### config.mk
export PLATFORM = sky130hd
export DESIGN_NAME = instr_sequencer
export DESIGN_NICKNAME = d
export VERILOG_FILES = /design/src/rtl/seq_pkg.sv /design/src/rtl/mem_wait_timer.sv /design/src/rtl/instr_sequencer.sv
export SDC_FILE = /design/constraint.sdc
export NUM_CORES = 1
export LEC_CHECK = 0
export CAP_MARGIN = 20
export CORE_UTILIZATION = 45
export CTS_CLUSTER_SIZE = 8
export DETAILED_ROUTE_END_ITERATION = 16
export PLACE_DENSITY = 0.94
export SLEW_MARGIN = 10
export SYNTH_ARGS = -nofsm -noshare
export SYNTH_HDL_FRONTEND = slang
export SYNTH_SLANG_ARGS = --single-unit
### constraint.sdc
create_clock -name clk -period 8.6 [get_ports clk]
set_input_delay 0.86 -clock clk [delete_from_list [all_inputs] [get_ports clk]]
set_output_delay 0.86 -clock clk [all_outputs]
set_load 0.02 [all_outputs]
### src/rtl/seq_pkg.sv
// Shared types, decoder bit indices and class masks for the instruction sequencer.
package seq_pkg;

  localparam int unsigned XLEN     = 32;
  localparam int unsigned DEC_W    = 39;
  localparam int unsigned WB_SEL_W = 2;

  typedef enum logic [2:0] {
    ST_FETCH  = 3'd0,
    ST_DECODE = 3'd1,
    ST_EXEC   = 3'd2,
    ST_MEM    = 3'd3,
    ST_WB     = 3'd4,
    ST_HALT   = 3'd5
  } seq_state_e;

  typedef enum logic [2:0] {
    CLS_ALU    = 3'd0,
    CLS_LOAD   = 3'd1,
    CLS_STORE  = 3'd2,
    CLS_BRANCH = 3'd3,
    CLS_JUMP   = 3'd4
  } instr_class_e;

  // Decoder one-hot bit positions
  localparam int unsigned DEC_ADD    = 0;
  localparam int unsigned DEC_SUB    = 1;
  localparam int unsigned DEC_XOR    = 2;
  localparam int unsigned DEC_OR     = 3;
  localparam int unsigned DEC_AND    = 4;
  localparam int unsigned DEC_SLL    = 5;
  localparam int unsigned DEC_SRL    = 6;
  localparam int unsigned DEC_SRA    = 7;
  localparam int unsigned DEC_SLT    = 8;
  localparam int unsigned DEC_SLTU   = 9;
  localparam int unsigned DEC_ADDI   = 10;
  localparam int unsigned DEC_XORI   = 11;
  localparam int unsigned DEC_ORI    = 12;
  localparam int unsigned DEC_ANDI   = 13;
  localparam int unsigned DEC_SLLI   = 14;
  localparam int unsigned DEC_SRLI   = 15;
  localparam int unsigned DEC_SRAI   = 16;
  localparam int unsigned DEC_SLTI   = 17;
  localparam int unsigned DEC_SLTIU  = 18;
  localparam int unsigned DEC_LB     = 19;
  localparam int unsigned DEC_LH     = 20;
  localparam int unsigned DEC_LW     = 21;
  localparam int unsigned DEC_LBU    = 22;
  localparam int unsigned DEC_LHU    = 23;
  localparam int unsigned DEC_SB     = 24;
  localparam int unsigned DEC_SH     = 25;
  localparam int unsigned DEC_SW     = 26;
  localparam int unsigned DEC_BEQ    = 27;
  localparam int unsigned DEC_BNE    = 28;
  localparam int unsigned DEC_BLT    = 29;
  localparam int unsigned DEC_BGE    = 30;
  localparam int unsigned DEC_BLTU   = 31;
  localparam int unsigned DEC_BGEU   = 32;
  localparam int unsigned DEC_JAL    = 33;
  localparam int unsigned DEC_JALR   = 34;
  localparam int unsigned DEC_LUI    = 35;
  localparam int unsigned DEC_AUIPC  = 36;
  localparam int unsigned DEC_ECALL  = 37;
  localparam int unsigned DEC_EBREAK = 38;

  // Class masks over the one-hot vector
  localparam logic [DEC_W-1:0] MEM_MASK    = 39'h00_07F8_0000; // 19..26
  localparam logic [DEC_W-1:0] STORE_MASK  = 39'h00_0700_0000; // 24..26
  localparam logic [DEC_W-1:0] BRANCH_MASK = 39'h01_F800_0000; // 27..32
  localparam logic [DEC_W-1:0] JUMP_MASK   = 39'h06_0000_0000; // 33..34
  localparam logic [DEC_W-1:0] HALT_MASK   = 39'h60_0000_0000; // 37..38

  localparam logic [WB_SEL_W-1:0] WB_SEL_ALU  = 2'd0;
  localparam logic [WB_SEL_W-1:0] WB_SEL_LOAD = 2'd1;
  localparam logic [WB_SEL_W-1:0] WB_SEL_PC4  = 2'd2;

  localparam logic [XLEN-1:0] NOP_INSTR = 32'h0000_0013;

  typedef struct packed {
    logic         halt;
    logic         illegal;
    instr_class_e cls;
  } dec_class_t;

  // Priority classification: halt > illegal > mem > branch > jump > alu
  function automatic dec_class_t classify(input logic [DEC_W-1:0] dec);
    dec_class_t r;
    r.halt    = |(dec & HALT_MASK);
    r.illegal = (dec == '0);
    r.cls     = CLS_ALU;
    if (|(dec & MEM_MASK)) begin
      r.cls = (|(dec & STORE_MASK)) ? CLS_STORE : CLS_LOAD;
    end else if (|(dec & BRANCH_MASK)) begin
      r.cls = CLS_BRANCH;
    end else if (|(dec & JUMP_MASK)) begin
      r.cls = CLS_JUMP;
    end
    return r;
  endfunction

  // Writeback source for a given class
  function automatic logic [WB_SEL_W-1:0] wb_sel_for(input instr_class_e cls);
    logic [WB_SEL_W-1:0] s;
    s = WB_SEL_ALU;
    if (cls == CLS_LOAD) s = WB_SEL_LOAD;
    else if (cls == CLS_JUMP) s = WB_SEL_PC4;
    return s;
  endfunction

endpackage

### src/rtl/mem_wait_timer.sv
// Bus-ack wait counter with expiry flag, shared by the fetch and data-access waits.
module mem_wait_timer #(
  parameter int unsigned TIMEOUT = 16
) (
  input  logic clk,
  input  logic rst,
  input  logic clr,
  input  logic inc,
  output logic expired_c
);

  localparam int unsigned CNT_W = $clog2(TIMEOUT);

  logic [CNT_W-1:0] cnt;

  // Count waited cycles; saturate at the expiry value
  always_ff @(posedge clk or posedge rst) begin
    if (rst) begin
      cnt <= '0;
    end else if (clr) begin
      cnt <= '0;
    end else if (inc && !expired_c) begin
      cnt <= cnt + CNT_W'(1);
    end
  end

  assign expired_c = (cnt == CNT_W'(TIMEOUT - 1));

endmodule

### src/rtl/instr_sequencer.sv
// Multi-cycle fetch/decode/exec/mem/writeback control FSM for the RV32I core.
module instr_sequencer
  import seq_pkg::*;
#(
  parameter logic [31:0] RESET_PC = 32'h0000_0000,
  parameter int unsigned TIMEOUT  = 16
) (
  input  logic        clk,
  input  logic        rst,
  output logic        imem_req,
  output logic [31:0] imem_addr,
  input  logic        imem_ack,
  input  logic [31:0] imem_rdata,
  output logic [31:0] instr,
  input  logic [38:0] dec_signal,
  input  logic        branch_taken,
  input  logic [31:0] target_addr,
  output logic        alu_en,
  output logic        dmem_req,
  output logic        dmem_we,
  input  logic        dmem_ack,
  output logic        rf_we,
  output logic [1:0]  wb_sel,
  output logic [31:0] pc,
  output logic [31:0] retired_cnt,
  output logic        halted,
  output logic        illegal,
  output logic        bus_err
);

  seq_state_e   state_q, state_d;
  instr_class_e cls_q, cls_d;
  dec_class_t   dec_cls_c;

  logic [XLEN-1:0] pc_d, instr_d, retired_d;
  logic [XLEN-1:0] pc_plus4_c, retired_inc_c;
  logic            halted_d, illegal_d, bus_err_d;
  logic            tmr_clr_c, tmr_inc_c, tmr_expired_c;
  logic            target_misaligned_c;

  assign dec_cls_c           = classify(dec_signal);
  assign pc_plus4_c          = pc + XLEN'(4);
  assign retired_inc_c       = retired_cnt + XLEN'(1);
  assign target_misaligned_c = |target_addr[1:0];
  assign imem_addr           = pc;

  mem_wait_timer #(
    .TIMEOUT (TIMEOUT)
  ) u_wait_timer (
    .clk       (clk),
    .rst       (rst),
    .clr       (tmr_clr_c),
    .inc       (tmr_inc_c),
    .expired_c (tmr_expired_c)
  );

  // Next-state and architectural-state update
  always_comb begin
    state_d   = state_q;
    cls_d     = cls_q;
    pc_d      = pc;
    instr_d   = instr;
    retired_d = retired_cnt;
    halted_d  = halted;
    illegal_d = illegal;
    bus_err_d = bus_err;
    tmr_inc_c = 1'b0;

    case (state_q)
      ST_FETCH: begin
        // The request strobe is registered, so nothing is accepted until it is up
        if (imem_req) begin
          if (imem_ack) begin
            instr_d = imem_rdata;
            state_d = ST_DECODE;
          end else if (tmr_expired_c) begin
            bus_err_d = 1'b1;
            state_d   = ST_HALT;
          end else begin
            tmr_inc_c = 1'b1;
          end
        end
      end

      ST_DECODE: begin
        if (dec_cls_c.halt) begin
          halted_d = 1'b1;
          state_d  = ST_HALT;
        end else if (dec_cls_c.illegal) begin
          illegal_d = 1'b1;
          state_d   = ST_HALT;
        end else begin
          cls_d   = dec_cls_c.cls;
          state_d = ST_EXEC;
        end
      end

      ST_EXEC: begin
        case (cls_q)
          CLS_LOAD, CLS_STORE: state_d = ST_MEM;
          CLS_BRANCH: begin
            if (branch_taken && target_misaligned_c) begin
              illegal_d = 1'b1;
              state_d   = ST_HALT;
            end else begin
              pc_d      = branch_taken ? target_addr : pc_plus4_c;
              retired_d = retired_inc_c;
              state_d   = ST_FETCH;
            end
          end
          CLS_JUMP: begin
            if (target_misaligned_c) begin
              illegal_d = 1'b1;
              state_d   = ST_HALT;
            end else begin
              state_d = ST_WB;
            end
          end
          default: state_d = ST_WB;
        endcase
      end

      ST_MEM: begin
        if (dmem_req) begin
          if (dmem_ack) begin
            if (cls_q == CLS_STORE) begin
              pc_d      = pc_plus4_c;
              retired_d = retired_inc_c;
              state_d   = ST_FETCH;
            end else begin
              state_d = ST_WB;
            end
          end else if (tmr_expired_c) begin
            bus_err_d = 1'b1;
            state_d   = ST_HALT;
          end else begin
            tmr_inc_c = 1'b1;
          end
        end
      end

      ST_WB: begin
        pc_d      = (cls_q == CLS_JUMP) ? target_addr : pc_plus4_c;
        retired_d = retired_inc_c;
        state_d   = ST_FETCH;
      end

      ST_HALT: state_d = ST_HALT;

      default: state_d = ST_HALT;
    endcase

    // Any state change restarts the wait budget for the next bus wait
    tmr_clr_c = (state_d != state_q);
  end

  // State register plus strobes registered from the upcoming state
  always_ff @(posedge clk or posedge rst) begin
    if (rst) begin
      state_q     <= ST_FETCH;
      cls_q       <= CLS_ALU;
      pc          <= RESET_PC;
      instr       <= NOP_INSTR;
      retired_cnt <= '0;
      halted      <= 1'b0;
      illegal     <= 1'b0;
      bus_err     <= 1'b0;
      imem_req    <= 1'b0;
      alu_en      <= 1'b0;
      dmem_req    <= 1'b0;
      dmem_we     <= 1'b0;
      rf_we       <= 1'b0;
      wb_sel      <= WB_SEL_ALU;
    end else begin
      state_q     <= state_d;
      cls_q       <= cls_d;
      pc          <= pc_d;
      instr       <= instr_d;
      retired_cnt <= retired_d;
      halted      <= halted_d;
      illegal     <= illegal_d;
      bus_err     <= bus_err_d;
      imem_req    <= (state_d == ST_FETCH);
      alu_en      <= (state_d == ST_EXEC);
      dmem_req    <= (state_d == ST_MEM);
      dmem_we     <= (state_d == ST_MEM) && (cls_d == CLS_STORE);
      rf_we       <= (state_d == ST_WB);
      wb_sel      <= (state_d == ST_WB) ? wb_sel_for(cls_d) : WB_SEL_ALU;
    end
  end

endmodule
Word-level counts from Yosys, hierarchy flattened
Index checks and enable logic that the tools add are counted.
- flip-flop bits (word level): 116
- output and inout port bits: 138
- multiplexer cells: 56
- equality and inequality tests: 29
- reduce and logical (&&, ||, !) cells: 23
- add/sub/neg operators: 3
- operators by type and width (cell ; number):
    $mux W32 ; 12
    $pmux W32 S3 ; 2
    $mux W3 ; 15
    $logic_not A39 Y1 ; 1
    $add A32 B1 Y32 const B ; 1
    $add A32 B3 Y32 const B ; 1
    $eq A3 B2 Y1 const B ; 7
    $ne A2 B2 Y1 const B ; 9
    $mux W1 ; 15
    $pmux W3 S5 ; 1
    $eq A3 B3 Y1 const B ; 4
    $reduce_and A6 Y1 ; 2
    $eq A3 B1 Y1 const B ; 3
    $pmux W3 S3 ; 1
    $mux W2 ; 4
    $mux W4 ; 2
    $pmux W1 S2 ; 4
    $reduce_or A2 Y1 ; 4
    $reduce_or A8 Y1 ; 1
    $logic_not A3 Y1 ; 2
    $ne A3 B3 Y1 const B ; 2
    $reduce_bool A2 Y1 ; 3
    $reduce_or A6 Y1 ; 1
    $reduce_and A5 Y1 ; 1
    other kinds (11) ; 13

Logic depth before layout (Yosys ltp)
- word-level depth: 11
- mapped depth: 8
- depth with buffers taken out: 6

Cells and area by module
A second synthesis with hierarchy kept.
- cell total of the unflattened synthesis: 611
- area total of the unflattened synthesis: 6263.5 µm²
- modules (own cells, without submodules) (module ; sequential area each (µm²) ; times used ; area an instance (µm²) ; cells each):
    instr_sequencer ; 2806.4 ; 1 ; 6030.8 ; 590
    mem_wait_timer ; 100.1 ; 1 ; 232.7 ; 21

Worst setup path before layout
Ideal clock, no wire load.
- path type: input to register
- start: input port dec_signal[20]
- end: register cls_q[1]
- setup slack: 6358 ps
- stages: 5
- path buffers: 0
- arrival: 2117 ps
- library setup time: 125 ps
- required time: 8475 ps
- cell sequence: nor4_1 and4_1 nor3b_1 nor2_1 mux2_2
- longest elaborated chain between the ends: 5
- elaborated cells on any way between the ends: 6
- classes of those cells: mux (4); reduce/logical (2)
- RTL lines (element ; line ; RTL):
    from (decl) ; instr_sequencer.sv:15 ; input logic [38:0] dec_signal,
    $reduce_or A8 Y1 ; seq_pkg.sv:91 ; if (|(dec & MEM_MASK)) begin
    $mux W3 ; seq_pkg.sv:91 ;
    $mux W3 (*) ; instr_sequencer.sv:89 ; end else if (dec_cls_c.illegal) begin
    $mux W3 (*) ; instr_sequencer.sv:86 ; if (dec_cls_c.halt) begin
    $mux W3 (*) ; instr_sequencer.sv:69 ; case (state_q)
    via cls_d[1] ; instr_sequencer.sv:32 ; instr_class_e cls_q, cls_d;
    to (signal assigned) ; instr_sequencer.sv:176 ; cls_q <= cls_d;
    to (decl) ; instr_sequencer.sv:32 ;
Mark *: on every way through the listed nets, which the timed path passes. The rest lies on a longest branch.
A chain may end at the register's enable or synchronous reset.

Final worst setup path
- start: input port branch_taken
- end: register pc[8], in the netlist imem_addr[8]
- longest elaborated chain between the ends: 4
- elaborated cells on any way between the ends: 7
- classes of those cells: eq/ne (1); mux (4); reduce/logical (2)
- RTL lines (element ; line ; RTL):
    from (decl) ; instr_sequencer.sv:16 ; input logic branch_taken,
    $mux W32 ; instr_sequencer.sv:106 ; pc_d = branch_taken ? target_addr : pc_plus4_c;
    $mux W32 ; instr_sequencer.sv:102 ; if (branch_taken && target_misaligned_c) begin
    $mux W32 ; instr_sequencer.sv:99 ; case (cls_q)
    $pmux W32 S3 ; instr_sequencer.sv:69 ;
    to (signal assigned) ; instr_sequencer.sv:177 ; pc <= pc_d;
    to (decl) ; instr_sequencer.sv:24 ; output logic [31:0] pc,
Parallel ways exist; a longest one is shown, timed or not. The select of a mux whose other input is x is not followed.

==> results_dict.tcl <==
set metrics [dict create \
    status "complete, no violations" \
    num-fill-cells 1018 \
    syn-mean-instance-area_um2 10.17 \
    p_leak_nw 3.725 \
    clock-skew-final_ps 10.58 \
    route.detailed.wl_per_inst_um 17.42 \
    synth.top_cells.by_area "sky130_fd_sc_hd__dfrtp_1 (46%), sky130_fd_sc_hd__mux2_2 (6.4%), sky130_fd_sc_hd__buf_4 (4.0%)" \
    final.setup.tns_ps 0 \
    max_clock_freq_mhz 357.0 \
    instances_no_fill 1006 \
    total_power_mw 3.380 \
    antenna_left 0 \
    post-cts-setup-buffer-count 0 \
    hp-class "reg -> reg" \
    r2r_setup_slack_ps 5860 \
    worstReg2RegEnd "imem_addr[8]" \
    timing.critical_path.cells "clkdlybuf4s50_1 -> a21oi_2 -> or2_4 -> a21oi_1 -> a2bb2oi_1" \
    die_area_um2 14170 \
    clock_tree.buffer_depth 2 \
    critPathCapture "imem_addr[8]" \
    synthCells 606 \
    yosysWarningCount 0 \
    timing.hold.ws_ps 471.7 \
    design.final.nets 928 \
    grt_max_degree 77 \
    grt.total_usage 0.2574 \
    regToRegStartpoint "state_q[1]" \
    cp_num_buf_inv 1 \
    detail_route.drc_violations 0 \
    grt_first_pass_wirelength_um 28740 \
    drt_pre_antenna_iters 5 \
    globalRouteOverflowTotal 0 \
    numPortBuffers 245 \
    required_ps 8870 \
    synth_top_cell_by_area "sky130_fd_sc_hd__dfrtp_1" \
    cts_root_buffer "sky130_fd_sc_hd__clkbuf_16" \
    timing_hold_violations_final 0 \
    layout.area.seq_um2 2907 \
    wirelength_um 17530 \
    setup-violations-final 0 \
    tritoncts.num_buffers 17 \
    worst-path-max-fanout 48 \
    synth_flop_cell "sky130_fd_sc_hd__dfrtp_1" \
    synth.distinct_cells 64 \
    hold_path_startpoint "retired_cnt[31]" \
    clk-insertion-delay-late_ps 420 \
    critPathLaunch "branch_taken" \
    vias_in_the_first_global_route 5751 \
    antenna_found_initial 0 \
    crit_family "compound AO/OA/AOI/OAI gates" \
    cts_resized 0 \
    utilization 0.6882 \
    placementRows 42 \
    clock-sinks 116 \
    timing.setup.critical_path_class "in -> reg" \
    worst_setup_path_end_kind "register" \
    std_cell_core_area_um2 13300 \
    place_hpwl_um 12200 \
    asyncSetResetFlopFracSynth 1.000 \
    num_vias 5786 \
    critical_path_depth 5 \
    worstSetupStartpointType "input port" \
    postSynthRegisterBits 116 \
    slew_headroom 0.3512 \
    slowest_stage "sky130_fd_sc_hd__a21oi_2" \
    antenna_cells_inserted 0 \
    worst_slew_pin_slew_ps 973.2 \
    power.density_nw_per_um2 369.4 \
    die-width_um 119.0 \
    finalWorstPathRequiredPeriod_ps 2801 \
    timing.reg2reg.worst_path_depth 5 \
    placed_cells 973 \
    post_route_cells_drive_above_1_share 0.1060 \
    power.ir.vdd_worst_mv 0.1837 \
    initial_utilization 0.4637 \
    synth_enable_flop_cells 0 \
    synth_top_cell_area_share 0.4587 \
    ys_seq_area_frac 0.4715 \
    drt_first_iter_violations 621 \
    io-pin-count 246 \
    rsz0062_at_grt "no" \
    cts.reportedPaths.clkPinSlew_ps 50 \
    tritoncts "built" \
    post_synth_net_total 717 \
    max-cap-violations 0 \
    syn-cell-area_um2 6165 \
    area_growth_syn_to_layout_pct 48.43 \
    globalplace.congestion 0.8288 \
    worst_ep_arrival_time_ps 3070 \
    cpPeakStageDelay_ps 700 \
    multiInputGateArea_um2 2809 \
    h_tree_lvls 4 \
    cts_hold_buf 0 \
    timing.final.crit_share 0.3257 \
    via_per_inst 5.751 \
    slew_violations 0 \
    die_y_um 119.0 \
]
## layer usage
| layer | up-vias | part of all wire | track usage |
|---|---|---|---|
| li1 | 2649 | - | - |
| met1 | 2770 | 0.37 | 0.2929 |
| met2 | 309 | 0.51 | 0.4459 |
| met3 | 58 | 0.076 | 0.06322 |
| met4 | 0 | 0.039 | 0.1329 |
| met5 | - | 0 | 0 |
## synth_stat cells (all sizes together), types with 2 or more instances
| cell type | number |
|---|---|
| a211oi | 3 |
| xor2 | 19 |
| a41oi | 2 |
| nand4 | 20 |
| and3 | 8 |
| nor4 | 18 |
| a2111oi | 3 |
| o22ai | 21 |
| or3 | 2 |
| o21bai | 3 |
| nor2 | 28 |
| nand2 | 38 |
| and4 | 5 |
| o21ai | 24 |
| mux2i | 6 |
| o2111ai | 2 |
| a2bb2oi | 21 |
| nor3 | 34 |
| dfrtp | 113 |
| o2bb2ai | 4 |
| xnor2 | 17 |
| mux2 | 35 |
| nor3b | 4 |
| or4b | 2 |
| nand3 | 25 |
| nor2b | 3 |
| dfstp | 3 |
| a21oi | 27 |
| ha | 3 |
| nor4b | 4 |
| nand2b | 3 |
| a21o | 3 |
| o31ai | 2 |
| a31o | 2 |
| inv | 21 |
| o21a | 3 |
| buf | 50 |
| a31oi | 4 |
| clkbuf | 7 |
| o211ai | 3 |
| o22a | 2 |
## registers in the layout, summed over array words and instances, names as in the netlist
signal,count
dmem_we,1
bus_err,1
state_q,3
imem_addr,32
alu_en,1
rf_we,1
wb_sel,2
dmem_req,1
u_wait_timer.cnt,4
instr,32
cls_q,3
illegal,1
imem_req,1
retired_cnt,32
halted,1
## through the flow
step | cell area, µm² | setup WS (ps)
global route | 9150 | 5653
floorplan | 6165 | 4673
global placement | 8488 | 5154
detailed placement | 8488 | 5084
finish | 9150 | 5799
CTS | 9131 | 5452
## worst min path at each step
stage                     cells past startpoint               to
final                                         1  retired_cnt[31]
after global routing                          1  retired_cnt[29]
after CTS                                     1  retired_cnt[31]
after detailed placement                      1          bus_err
after global placement                        1           halted
after floorplan                               1          dmem_we
## layout by cell type, fill, tap and decap left out, types with 3 or more instances in the layout
cell                              netlist  final
sky130_fd_sc_hd__ha_1                   3      3
sky130_fd_sc_hd__a31oi_1                4      4
sky130_fd_sc_hd__a2bb2oi_1             21     21
sky130_fd_sc_hd__o21ai_0               21     21
sky130_fd_sc_hd__and3_1                 8      8
sky130_fd_sc_hd__xnor2_1               17     17
sky130_fd_sc_hd__a21oi_1               27     26
sky130_fd_sc_hd__nor3b_1                4      4
sky130_fd_sc_hd__mux2i_1                6      6
sky130_fd_sc_hd__clkbuf_16              0     17
sky130_fd_sc_hd__clkdlybuf4s50_1        0    245
sky130_fd_sc_hd__nor4_1                17     17
sky130_fd_sc_hd__nor2_1                28     28
sky130_fd_sc_hd__nand3_1               24     24
sky130_fd_sc_hd__nor3_1                34     34
sky130_fd_sc_hd__nand2_1               38     38
sky130_fd_sc_hd__o21a_1                 3      3
sky130_fd_sc_hd__nand2b_1               3      3
sky130_fd_sc_hd__nor4b_1                3      3
sky130_fd_sc_hd__mux2_2                35     35
sky130_fd_sc_hd__buf_4                 33      3
sky130_fd_sc_hd__dfrtp_1              113    113
sky130_fd_sc_hd__xor2_1                19     19
sky130_fd_sc_hd__o21bai_1               3      3
sky130_fd_sc_hd__inv_1                 21     20
sky130_fd_sc_hd__o22ai_1               21     21
sky130_fd_sc_hd__a21o_1                 3      3
sky130_fd_sc_hd__nand4_1               18     18
sky130_fd_sc_hd__dfstp_2                3      3
sky130_fd_sc_hd__bufinv_16              0      4
sky130_fd_sc_hd__nor2b_1                3      3
sky130_fd_sc_hd__clkbuf_8               0      3
sky130_fd_sc_hd__o2bb2ai_1              3      3
sky130_fd_sc_hd__and4_1                 5      5
sky130_fd_sc_hd__clkinvlp_4             0      4
## logic make-up (layout without fill, tap and decap cells)
logic type	Yosys count	after routing	synth area share
flops	116	116	0.4715
mux	41	41	0.07368
fa+ha+maj	3	3	0.006090
xor+xnor	36	36	0.05115
simple gates	199	199	0.1754
buf+inv	78	302	0.07347
compound gates	133	133	0.1488
## power breakdown
group          total, mW  internal, mW  switching (mW)
Clock              0.766         0.508           0.258
Sequential         0.974         0.741           0.233
Combinational       1.64         0.776           0.862
## final cells by class
| class | count | area share |
|---|---|---|
| Timing Repair Buffer | 249 | 0.2721 |
| Clock buffer | 21 | 0.05142 |
| Clock inverter | 11 | 0.01887 |
| Inverter | 21 | 0.008888 |
| Multi-Input combinational cell | 412 | 0.3070 |
| Tap cell | 176 | 0.02407 |
| Sequential cell | 116 | 0.3177 |
## worst register-to-register path, delay by kind of cell, from the launching register on
| family | cells | cell delay (ps) |
|---|---|---|
| AND/OR/NAND/NOR | 2 | 870 |
| AO/OA/AOI/OAI | 3 | 1050 |
| flip-flops | 1 | 670 |
No activity file was read; power rests on OpenSTA's default activity.
